`src/rtl/ps2_host_tx_if.sv`:
```
// ps2_host_tx_if: command-byte handshake between a client and the PS/2 host transmitter.
interface ps2_host_tx_if;
  logic [7:0] tx_data;
  logic       tx_valid;
  logic       tx_ready;
  logic       busy;
  logic       tx_done;
  logic       tx_error;
  logic [1:0] err_code;
  modport master (output tx_data, tx_valid, input tx_ready, busy, tx_done, tx_error, err_code);
  modport slave  (input tx_data, tx_valid, output tx_ready, busy, tx_done, tx_error, err_code);
endinterface

```
`src/rtl/ps2_host_tx.sv`:
```
// ps2_host_tx: host-to-device PS/2 command transmitter (request-to-send, frame, line-ack).
// Define PS2_HOST_TX_RETRY_EN to re-send a failed frame up to twice before reporting an error.
module ps2_host_tx #(
  parameter int INHIBIT_CYCLES = 10000,
  parameter int TIMEOUT_CYCLES = 2000000,
  parameter int FILTER_LEN     = 8
) (
  input  logic        clk,
  input  logic        reset_n,
  ps2_host_tx_if.slave tx,
  input  logic        ps2_clk_in,
  input  logic        ps2_data_in,
  output logic        ps2_clk_oe,
  output logic        ps2_data_oe
`ifdef PS2_HOST_TX_RETRY_EN
  ,
  output logic [1:0]  retry_cnt
`endif
);
  localparam int IW = $clog2(INHIBIT_CYCLES + 1);
  localparam int TW = $clog2(TIMEOUT_CYCLES + 1);
  localparam int FW = $clog2(FILTER_LEN + 1);
  typedef enum logic [2:0] {IDLE, INHIBIT, START, DATA, PARITY, STOP, ACK, WAIT_IDLE} state_t;
  state_t          state, state_n;
  logic [1:0]      clk_sy, data_sy;
  logic            clk_f, clk_f_q;
  logic [FW-1:0]   flt_cnt;
  logic [7:0]      byte_q;
  logic            par_q;
  logic [2:0]      idx, idx_n;
  logic            drv, drv_n;
  logic [IW-1:0]   inh_cnt;
  logic [TW-1:0]   to_cnt;
  logic [1:0]      err_code, err_code_n;
  logic            fall, inh_last, in_to, timeout, nack, fail, last_try, accept, done, err;

  // The line idles high, so the synchronizers and filter start high to avoid a false fall.
  always_ff @(posedge clk or negedge reset_n) begin
    if (!reset_n) begin
      clk_sy  <= 2'b11;
      data_sy <= 2'b11;
      clk_f   <= 1'b1;
      clk_f_q <= 1'b1;
      flt_cnt <= '0;
    end else begin
      clk_sy  <= {clk_sy[0], ps2_clk_in};
      data_sy <= {data_sy[0], ps2_data_in};
      clk_f_q <= clk_f;
      if (clk_sy[1] == clk_f) flt_cnt <= '0;
      else if (flt_cnt == FW'(FILTER_LEN - 1)) begin
        clk_f   <= clk_sy[1];
        flt_cnt <= '0;
      end else flt_cnt <= flt_cnt + 1'b1;
    end
  end

  assign fall     = clk_f_q & ~clk_f;
  assign accept   = (state == IDLE) && tx.tx_valid;
  assign inh_last = (state == INHIBIT) && (inh_cnt == IW'(INHIBIT_CYCLES - 1));
  assign in_to    = state inside {START, DATA, PARITY, STOP, ACK, WAIT_IDLE};
  assign timeout  = in_to && (to_cnt == TW'(TIMEOUT_CYCLES - 1));
  assign nack     = (state == ACK) && fall && data_sy[1];
  assign fail     = timeout | nack;

`ifdef PS2_HOST_TX_RETRY_EN
  logic [1:0] rtry;
  always_ff @(posedge clk or negedge reset_n) begin
    if (!reset_n) rtry <= '0;
    else if (accept) rtry <= '0;
    else if (fail && !last_try) rtry <= rtry + 2'd1;
  end
  assign last_try  = (rtry == 2'd2);
  assign retry_cnt = rtry;
`else
  assign last_try = 1'b1;
`endif

  always_ff @(posedge clk or negedge reset_n) begin
    if (!reset_n) begin
      state    <= IDLE;
      byte_q   <= '0;
      par_q    <= 1'b0;
      idx      <= '0;
      drv      <= 1'b0;
      inh_cnt  <= '0;
      to_cnt   <= '0;
      err_code <= '0;
    end else begin
      state    <= state_n;
      idx      <= idx_n;
      drv      <= drv_n;
      err_code <= err_code_n;
      inh_cnt  <= (state == INHIBIT && !inh_last) ? inh_cnt + 1'b1 : '0;
      to_cnt   <= (in_to && state_n != IDLE && state_n != INHIBIT) ? to_cnt + 1'b1 : '0;
      if (accept) begin
        byte_q <= tx.tx_data;
        par_q  <= ~^tx.tx_data;
      end
    end
  end

  // Each device falling edge moves the next bit onto the line; the device samples it on the rise.
  always_comb begin
    state_n    = state;
    idx_n      = idx;
    drv_n      = drv;
    err_code_n = accept ? 2'b00 : err_code;
    done       = 1'b0;
    err        = 1'b0;
    case (state)
      IDLE:      state_n = tx.tx_valid ? INHIBIT : IDLE;
      INHIBIT:   state_n = inh_last ? START : INHIBIT;
      START:     if (fall) begin
                   drv_n   = ~byte_q[0];
                   idx_n   = 3'd1;
                   state_n = DATA;
                 end
      DATA:      if (fall) begin
                   drv_n   = ~byte_q[idx];
                   idx_n   = idx + 3'd1;
                   state_n = (idx == 3'd7) ? PARITY : DATA;
                 end
      PARITY:    if (fall) begin
                   drv_n   = ~par_q;
                   state_n = STOP;
                 end
      STOP:      state_n = fall ? ACK : STOP;
      ACK:       state_n = fall ? WAIT_IDLE : ACK;
      WAIT_IDLE: if (clk_sy[1] && data_sy[1]) begin
                   done    = 1'b1;
                   state_n = IDLE;
                 end
      default:   state_n = IDLE;
    endcase
    // A timeout on the same cycle as a fall or an idle bus wins over both.
    if (fail) begin
      done       = 1'b0;
      err        = last_try;
      err_code_n = last_try ? (timeout ? 2'b01 : 2'b10) : err_code;
      state_n    = last_try ? IDLE : INHIBIT;
    end
  end

  assign ps2_clk_oe  = (state == INHIBIT);
  assign ps2_data_oe = inh_last || (state == START) || (drv && state inside {DATA, PARITY, STOP});
  assign tx.tx_ready = (state == IDLE);
  assign tx.busy     = (state != IDLE);
  assign tx.tx_done  = done;
  assign tx.tx_error = err;
  assign tx.err_code = err_code;
endmodule

```
`src/flat_wrapper.sv`:
```
// flat-port wrapper written by rule: the top's interface ports become plain ports
module ps2_host_tx_flat 
#(
  parameter int INHIBIT_CYCLES = 10000,
  parameter int TIMEOUT_CYCLES = 2000000,
  parameter int FILTER_LEN     = 8
)
  (clk, reset_n, ps2_clk_in, ps2_data_in, ps2_clk_oe, ps2_data_oe, tx_tx_data, tx_tx_valid, tx_tx_ready, tx_busy, tx_tx_done, tx_tx_error, tx_err_code);
  ps2_host_tx_if tx_i ();
  input  logic clk;
  input  logic reset_n;
  input  logic ps2_clk_in;
  input  logic ps2_data_in;
  output logic ps2_clk_oe;
  output logic ps2_data_oe;
  input wire logic [$bits(tx_i.tx_data)-1:0] tx_tx_data;
  input wire logic [$bits(tx_i.tx_valid)-1:0] tx_tx_valid;
  output wire logic [$bits(tx_i.tx_ready)-1:0] tx_tx_ready;
  output wire logic [$bits(tx_i.busy)-1:0] tx_busy;
  output wire logic [$bits(tx_i.tx_done)-1:0] tx_tx_done;
  output wire logic [$bits(tx_i.tx_error)-1:0] tx_tx_error;
  output wire logic [$bits(tx_i.err_code)-1:0] tx_err_code;
  assign tx_i.tx_data = tx_tx_data;
  assign tx_i.tx_valid = tx_tx_valid;
  assign tx_tx_ready = tx_i.tx_ready;
  assign tx_busy = tx_i.busy;
  assign tx_tx_done = tx_i.tx_done;
  assign tx_tx_error = tx_i.tx_error;
  assign tx_err_code = tx_i.err_code;
  ps2_host_tx #(.INHIBIT_CYCLES(INHIBIT_CYCLES), .TIMEOUT_CYCLES(TIMEOUT_CYCLES), .FILTER_LEN(FILTER_LEN)) u_core (.clk(clk), .reset_n(reset_n), .tx(tx_i), .ps2_clk_in(ps2_clk_in), .ps2_data_in(ps2_data_in), .ps2_clk_oe(ps2_clk_oe), .ps2_data_oe(ps2_data_oe));
endmodule
```
`config.mk`:
```
export PLATFORM = sky130hd
export DESIGN_NAME = ps2_host_tx_flat
export DESIGN_NICKNAME = d
export VERILOG_FILES = /design/src/rtl/ps2_host_tx_if.sv /design/src/rtl/ps2_host_tx.sv /design/src/flat_wrapper.sv
export SDC_FILE = /design/constraint.sdc
export NUM_CORES = 1
export LEC_CHECK = 0
export ABC_AREA = 1
export BUFFER_PORTS_ARGS = -buffer_cell sky130_fd_sc_hd__buf_4
export CAP_MARGIN = 20
export CORE_MARGIN = 5
export CORE_UTILIZATION = 60
export CTS_CLUSTER_DIAMETER = 100
export DETAILED_ROUTE_END_ITERATION = 8
export GPL_TIMING_DRIVEN = 0
export PLACE_DENSITY = 0.79
export SLEW_MARGIN = 10
export SYNTH_ARGS = -nofsm -noshare
export SYNTH_HDL_FRONTEND = slang
export SYNTH_SLANG_ARGS = --single-unit
```
`constraint.sdc`:
```
create_clock -name clk -period 2.74 [get_ports clk]
set_clock_uncertainty 0.15 [all_clocks]
set_input_delay 0 -clock clk [delete_from_list [all_inputs] [get_ports clk]]
set_output_delay 0 -clock clk [all_outputs]
set_load 0.02 [all_outputs]
```
==> results_dict.tcl, run 1 <==
set metrics [dict create \
    preCtsSetupSlack_ns 0.492 \
    worst_slew_pin_slew_ns 0.757 \
    ys_top_cells_by_area "dfrtp_1, nand2_1, nor2_1" \
    routed_via_density 5.18 \
    fin_setup_tns_ns 0 \
    htreeDepth 3 \
    clk_latency_ns 0.35 \
    p_leak_nw 1.80 \
    die_area_mm2 0.00701 \
    synth.largest_area_cell "dfrtp_1" \
    setup_viol 0 \
    drv_cap 0 \
    dpl.hpwl_um 4580 \
    drtPass1Iterations 4 \
    timing.hold.ws_ns 0.124 \
    diodes 0 \
    rsz0062_at_grt "no" \
    final_cell_count_no_fill 538 \
    grt_usage_pct 21.3 \
    holdCritPathClass "input port to asynchronous set/reset pin" \
    die_height_um 83.7 \
    cts_sinks 63 \
    syn_nets 425 \
    finalMaxSlewViolations 0 \
    syn_to_final_growth_pct 20.3 \
    dp.cells 497 \
    avgSynthCellArea_um2 8.01 \
    routabilityCongestion 0.822 \
    cp_slowest_stage_delay_ns 0.57 \
    fin_nets 481 \
    routed_wl_um 7100 \
    io_buffers 20 \
    powerDensity_mw_per_mm2 563 \
    crit_fanout 5 \
    crit_chain "inv_1, nand2_4, nor2_4, nand2_2, clkinvlp_4, nand2_1, dlygate4sd3_1, o21ai_0, dlygate4sd3_1" \
    ys_types 28 \
    status "completed" \
    yosysWarnings 0 \
    path_clk_slew_ns 0.07 \
    fmaxAchievable_mhz 391 \
    worst_path_most_repeated_cell "dlygate4sd3_1" \
    postPlaceCellArea_mm2 0.00350 \
    core_mm2 0.00520 \
    ys_seq_area_share_pct 48.6 \
    critPathTopFamily "buffers and inverters" \
    synth_top_area_share_pct 43.7 \
    cts.path.max_buffers 2 \
    synth.ff_latch_count 63 \
    crit_arrival_ns 2.69 \
    finalWorstSetupSlack_ns 0.181 \
    cts-root-buf "clkbuf_8" \
    final_antenna_net_count 0 \
    cts_tree "built" \
    post_drt_wl_per_cell_um 13.2 \
    path_depth 9 \
    rrSetupSlack_ns 0.18 \
    via_count 2786 \
    critPathKind "flip-flop to flip-flop" \
    rows 26 \
    first_iter_violations 145 \
    final_cell_area_mm2 0.00392 \
    grt_pass1_wl_um 12100 \
    period_needed_ns 2.56 \
    antenna_found_initial 0 \
    grt.overflow.total 0 \
    n_fill_cell 384 \
    cp_num_buf_inv 4 \
    slowest_stage "dlygate4sd3_1" \
    worstPathRequired_ns 2.87 \
    fin_util_pct 75.4 \
    num_io_pins 21 \
    finalHoldViolCount 0 \
    route.detailed.drc 0 \
    numCtsBuffers 9 \
    vdd_drop_max_v 0.000359 \
    slew-limit-headroom_pct 49.6 \
    crit_path_start "u_core.state[1]" \
    layout_worst_path_cycle_share_pct 93.4 \
    total_power_mw 2.21 \
    r2r-start "u_core.state[1]" \
    netlist_area_mm2 0.00326 \
    synthCells 407 \
    start_util_pct 62.7 \
    die_width_um 83.7 \
    grt_pass1_vias 2714 \
    startpoint_type "flip-flop" \
    endpoint_kind "flip-flop" \
    drive_gt1_share_pct 14.5 \
    r2r_cells 9 \
    grt_max_degree 64 \
]
routing by layer:
| layer | vias up | global-route usage [%] | wire, um |
|---|---|---|---|
| met5 | - | 0 | 0 |
| met4 | 0 | 8.77 | 144 |
| met3 | 13 | 6.12 | 307 |
| met2 | 64 | 35.4 | 3460 |
| met1 | 1314 | 25.9 | 3190 |
| li1 | 1395 | - | - |
kinds of logic after synthesis:
kind of cell	count (synthesis)	share of synthesized area, %
fa+ha+maj	5	1.92
flops	63	48.6
buf+inv	51	6.33
xor+xnor	28	7.52
simple gates	234	31.4
compound gates	26	4.30
power breakdown:
group / total [mW] / internal [mW] / switching (mW) / leakage [nW]
sequential: 1.14 / 1.06 / 0.0864 / 0.830
combinational: 0.349 / 0.150 / 0.199 / 0.887
clock: 0.718 / 0.378 / 0.340 / 0.0877
worst reg2reg max path: stages, from the launching register on:
cell	delay [ns]
dfrtp_1	0.43
inv_1	0.17
nand2_4	0.11
nor2_4	0.15
nand2_2	0.12
clkinvlp_4	0.12
nand2_1	0.05
dlygate4sd3_1	0.55
o21ai_0	0.08
dlygate4sd3_1	0.57
registers in the layout, indices dropped and copies added (netlist names):
| name | cells |
|---|---|
| u_core.byte_q | 8 |
| u_core.clk_f | 1 |
| u_core.clk_f_q | 1 |
| u_core.clk_sy | 2 |
| u_core.data_sy | 2 |
| u_core.drv | 1 |
| u_core.flt_cnt | 4 |
| u_core.idx | 3 |
| u_core.inh_cnt | 14 |
| u_core.par_q | 1 |
| u_core.state | 3 |
| u_core.to_cnt | 21 |
| u_core.tx.err_code | 2 |
layout by cell type, fill, tap and decap left out:
master and instances:
buf_6 2, xor2_1 16, clkinv_2 1, nor3_1 12, nor4_1 1, dlygate4sd3_1 21, clkbuf_8 11, nand2_4 1
o211a_1 1, a21oi_1 13, dfrtp_1 57, nand2_2 5, o21bai_1 1, inv_2 2, nand4_1 6, nor2_2 12
clkinvlp_2 1, xnor2_1 12, and3_1 1, nand3b_1 3, dfstp_2 6, nand3_1 31, nand2_1 101, nor3_2 1
buf_4 23, ha_1 5, inv_1 45, a22oi_1 1, clkinvlp_4 1, nand3_2 1, clkbuf_1 5, nor2_1 58
o21ai_0 10, nor2_4 1
synth_stat cells:
library cell  count
nor2_2           12
xor2_1           16
o21ai_0          10
nor3_1           12
dfrtp_1          57
a21oi_1          13
nand3b_1          3
nand2_4           1
nor3_2            1
o211a_1           1
nand2_1         102
clkinv_1          1
inv_1            45
dfstp_2           6
nand4_1           6
xnor2_1          12
nor2_1           59
o21bai_1          1
ha_1              5
nand3_1          31
nor4_1            1
buf_6             2
nand2_2           4
clkbuf_1          1
a22oi_1           1
inv_2             2
and3_1            1
nand3_2           1
area by class of cell:
type,instances,area (um2),area share [%]
multi-input cells,293,1480,37.8
plain buffers,3,26.3,0.670
clock buffers,15,166,4.24
well taps,70,87.6,2.23
repair buffers,44,383,9.76
inverters,48,184,4.69
repair inverters,1,5.00,0.128
flip-flops and latches,63,1580,40.4
clock inverters,1,5.00,0.128
timing repair:
item                                   CTS  global route
endpoints found under the hold margin   69             0
buffers inserted                         0             3
gates resized for setup                  0             4
hold buffers                            21             0
setup endpoints to repair                0             1
path summary, 6_finish.rpt:
path	to
worst max-delay path	u_core.byte_q[0]
worst min-delay path	u_core.inh_cnt[5]
worst max register to register	u_core.byte_q[0]
worst min register to register	u_core.clk_sy[1]
max in group asynchronous	u_core.to_cnt[17]
min in group clk	u_core.clk_sy[0]
No activity file was read; power rests on OpenSTA's default activity.
==> run 2: changes to the inputs <==
Settings changed: BUFFER_PORTS_ARGS -buffer_cell sky130_fd_sc_hd__buf_4 to -buffer_cell sky130_fd_sc_hd__buf_2.
==> run 2 against run 1 <==
Via count up 2.5%. Sequential share of layout area rose by 0.38 points. Die area unchanged. Register-to-register slack got worse by 0.05 ns. Routed wire length shrank 1.6%. Hold slack gained 0.0016 ns. Cell count is 0.37% lower. Power is 2.9% higher. Clock-buffer cell count is 5 lower. Critical path type unchanged. Largest cell class unchanged.
==> results_dict.tcl, run 2 (same netlist as run 1, synthesis figures left out) <==
set metrics [dict create \
    holdCritPathClass "input port to asynchronous set/reset pin" \
    period_needed_ns 2.61 \
    final_antenna_net_count 0 \
    layout_worst_path_cycle_share_pct 95.2 \
    routed_wl_um 6990 \
    routabilityCongestion 0.847 \
    crit_chain "inv_2, nand2_4, nor2_4, nand2_1, clkinvlp_4, nand2_1, dlygate4sd3_1, o21ai_0, dlygate4sd3_1" \
    num_io_pins 21 \
    cp_num_buf_inv 4 \
    fin_util_pct 74.7 \
    grt_pass1_wl_um 12000 \
    dp.cells 497 \
    cts.path.max_buffers 2 \
    start_util_pct 62.7 \
    top_regs "u_core.to_cnt x21, u_core.inh_cnt x14, u_core.byte_q x8" \
    finalHoldViolCount 0 \
    total_power_mw 2.27 \
    crit_fanout 7 \
    grt_pass1_vias 2708 \
    critPathTopFamily "buffers and inverters" \
    critPathKind "flip-flop to flip-flop" \
    finalMaxSlewViolations 0 \
    drv_cap 0 \
    slew-limit-headroom_pct 48.3 \
    path_clk_slew_ns 0.07 \
    htreeDepth 3 \
    diodes 0 \
    route.detailed.drc 0 \
    worstPathRequired_ns 2.81 \
    largest_reg_flops 21 \
    final_cell_count_no_fill 536 \
    postPlaceCellArea_mm2 0.00345 \
    fin_setup_tns_ns 0 \
    grt_usage_pct 20.7 \
    clk_latency_ns 0.34 \
    rows 26 \
    cts-root-buf "clkbuf_8" \
    antenna_found_initial 0 \
    slowest_stage "dlygate4sd3_1" \
    crit_arrival_ns 2.68 \
    cts_tree "built" \
    startpoint_type "flip-flop" \
    drive_gt1_share_pct 15.0 \
    routed_via_density 5.33 \
    post_drt_wl_per_cell_um 13.0 \
    drtPass1Iterations 5 \
    cts_sinks 63 \
    finalWorstSetupSlack_ns 0.132 \
    endpoint_kind "flip-flop" \
    powerDensity_mw_per_mm2 585 \
    timing.hold.ws_ns 0.126 \
    fin_nets 479 \
    preCtsSetupSlack_ns 0.496 \
    p_leak_nw 1.80 \
    io_buffers 20 \
    dpl.hpwl_um 4510 \
    first_iter_violations 211 \
    final_cell_mix "nand2_1, nor2_1, dfrtp_1, inv_1, nand3_1" \
    numCtsBuffers 9 \
    grt.overflow.total 0 \
    via_count 2855 \
    die_width_um 83.7 \
    syn_to_final_growth_pct 19.1 \
    die_height_um 83.7 \
    die_area_mm2 0.00701 \
    final_cell_area_mm2 0.00389 \
    grt_max_degree 64 \
    fmaxAchievable_mhz 383 \
    setup_viol 0 \
    cp_slowest_stage_delay_ns 0.56 \
    worst_slew_pin_slew_ns 0.775 \
    final_common_cell "nand2_1" \
    largest-register "u_core.to_cnt" \
    vdd_drop_max_v 0.000623 \
    core_mm2 0.00520 \
    status "completed" \
]
==> run 2: cell count changes in the layout (fill, tap and decap cells not counted) <==
cell / before / now
inv_2: 2 / 3
nand2_2: 5 / 4
buf_4: 23 / 3
nand2_1: 101 / 102
clkinvlp_4: 1 / 3
inv_1: 45 / 44
clkbuf_8: 11 / 10
clkinv_2: 1 / 3
clkbuf_1: 5 / 1
buf_2: 0 / 19
bufinv_16: 0 / 1
clkinvlp_2: 1 / 0
==> run 2: final timing paths <==
kind | end | cells after the start | startpoint | slack, ns
hold reg to reg | u_core.clk_sy[1] | 0 | u_core.clk_sy[0] | 0.21
max in group asynchronous | u_core.flt_cnt[3] | 2 | reset_n | 1.80
setup / recovery | u_core.byte_q[0] | 9 | u_core.state[2] | 0.13
setup reg to reg | u_core.byte_q[0] | 9 | u_core.state[2] | 0.13
min in group clk | u_core.clk_sy[0] | 2 | ps2_clk_in | 0.16
hold / removal | u_core.inh_cnt[4] | 2 | reset_n | 0.13
==> run 2: final cells by class <==
cell class / instances / area (um2)
Multi-Input combinational cell: 293 / 1480
Inverter: 48 / 184
Sequential cell: 63 / 1580
Fill cell: 386 / 1320
Buffer: 3 / 26.3
Tap cell: 70 / 87.6
Clock buffer: 10 / 138
Clock inverter: 6 / 60.1
Timing Repair Buffer: 43 / 328
==> run 2: layer usage <==
metal | GRT usage, % | share of wire (%) | vias to the layer above
li1 | - | - | 1395
met1 | 26.3 | 43 | 1344
met2 | 34.1 | 50 | 98
met3 | 6.52 | 5.4 | 18
met4 | 6.14 | 1.6 | 0
met5 | 0 | 0 | -
==> run 2: report_power, final <==
part / internal (mW) / leakage [nW] / switching, mW
combinational: 0.141 / 0.869 / 0.198
sequential: 1.05 / 0.830 / 0.0815
clock: 0.439 / 0.0981 / 0.358
total: 1.64 / 1.80 / 0.637
==> run 2: repair_timing <==
item,in CTS,in global routing
endpoints found under the hold margin,69,0
hold buffers,21,0
resized for setup,0,4
setup endpoints to repair,0,1
buffers inserted,0,2
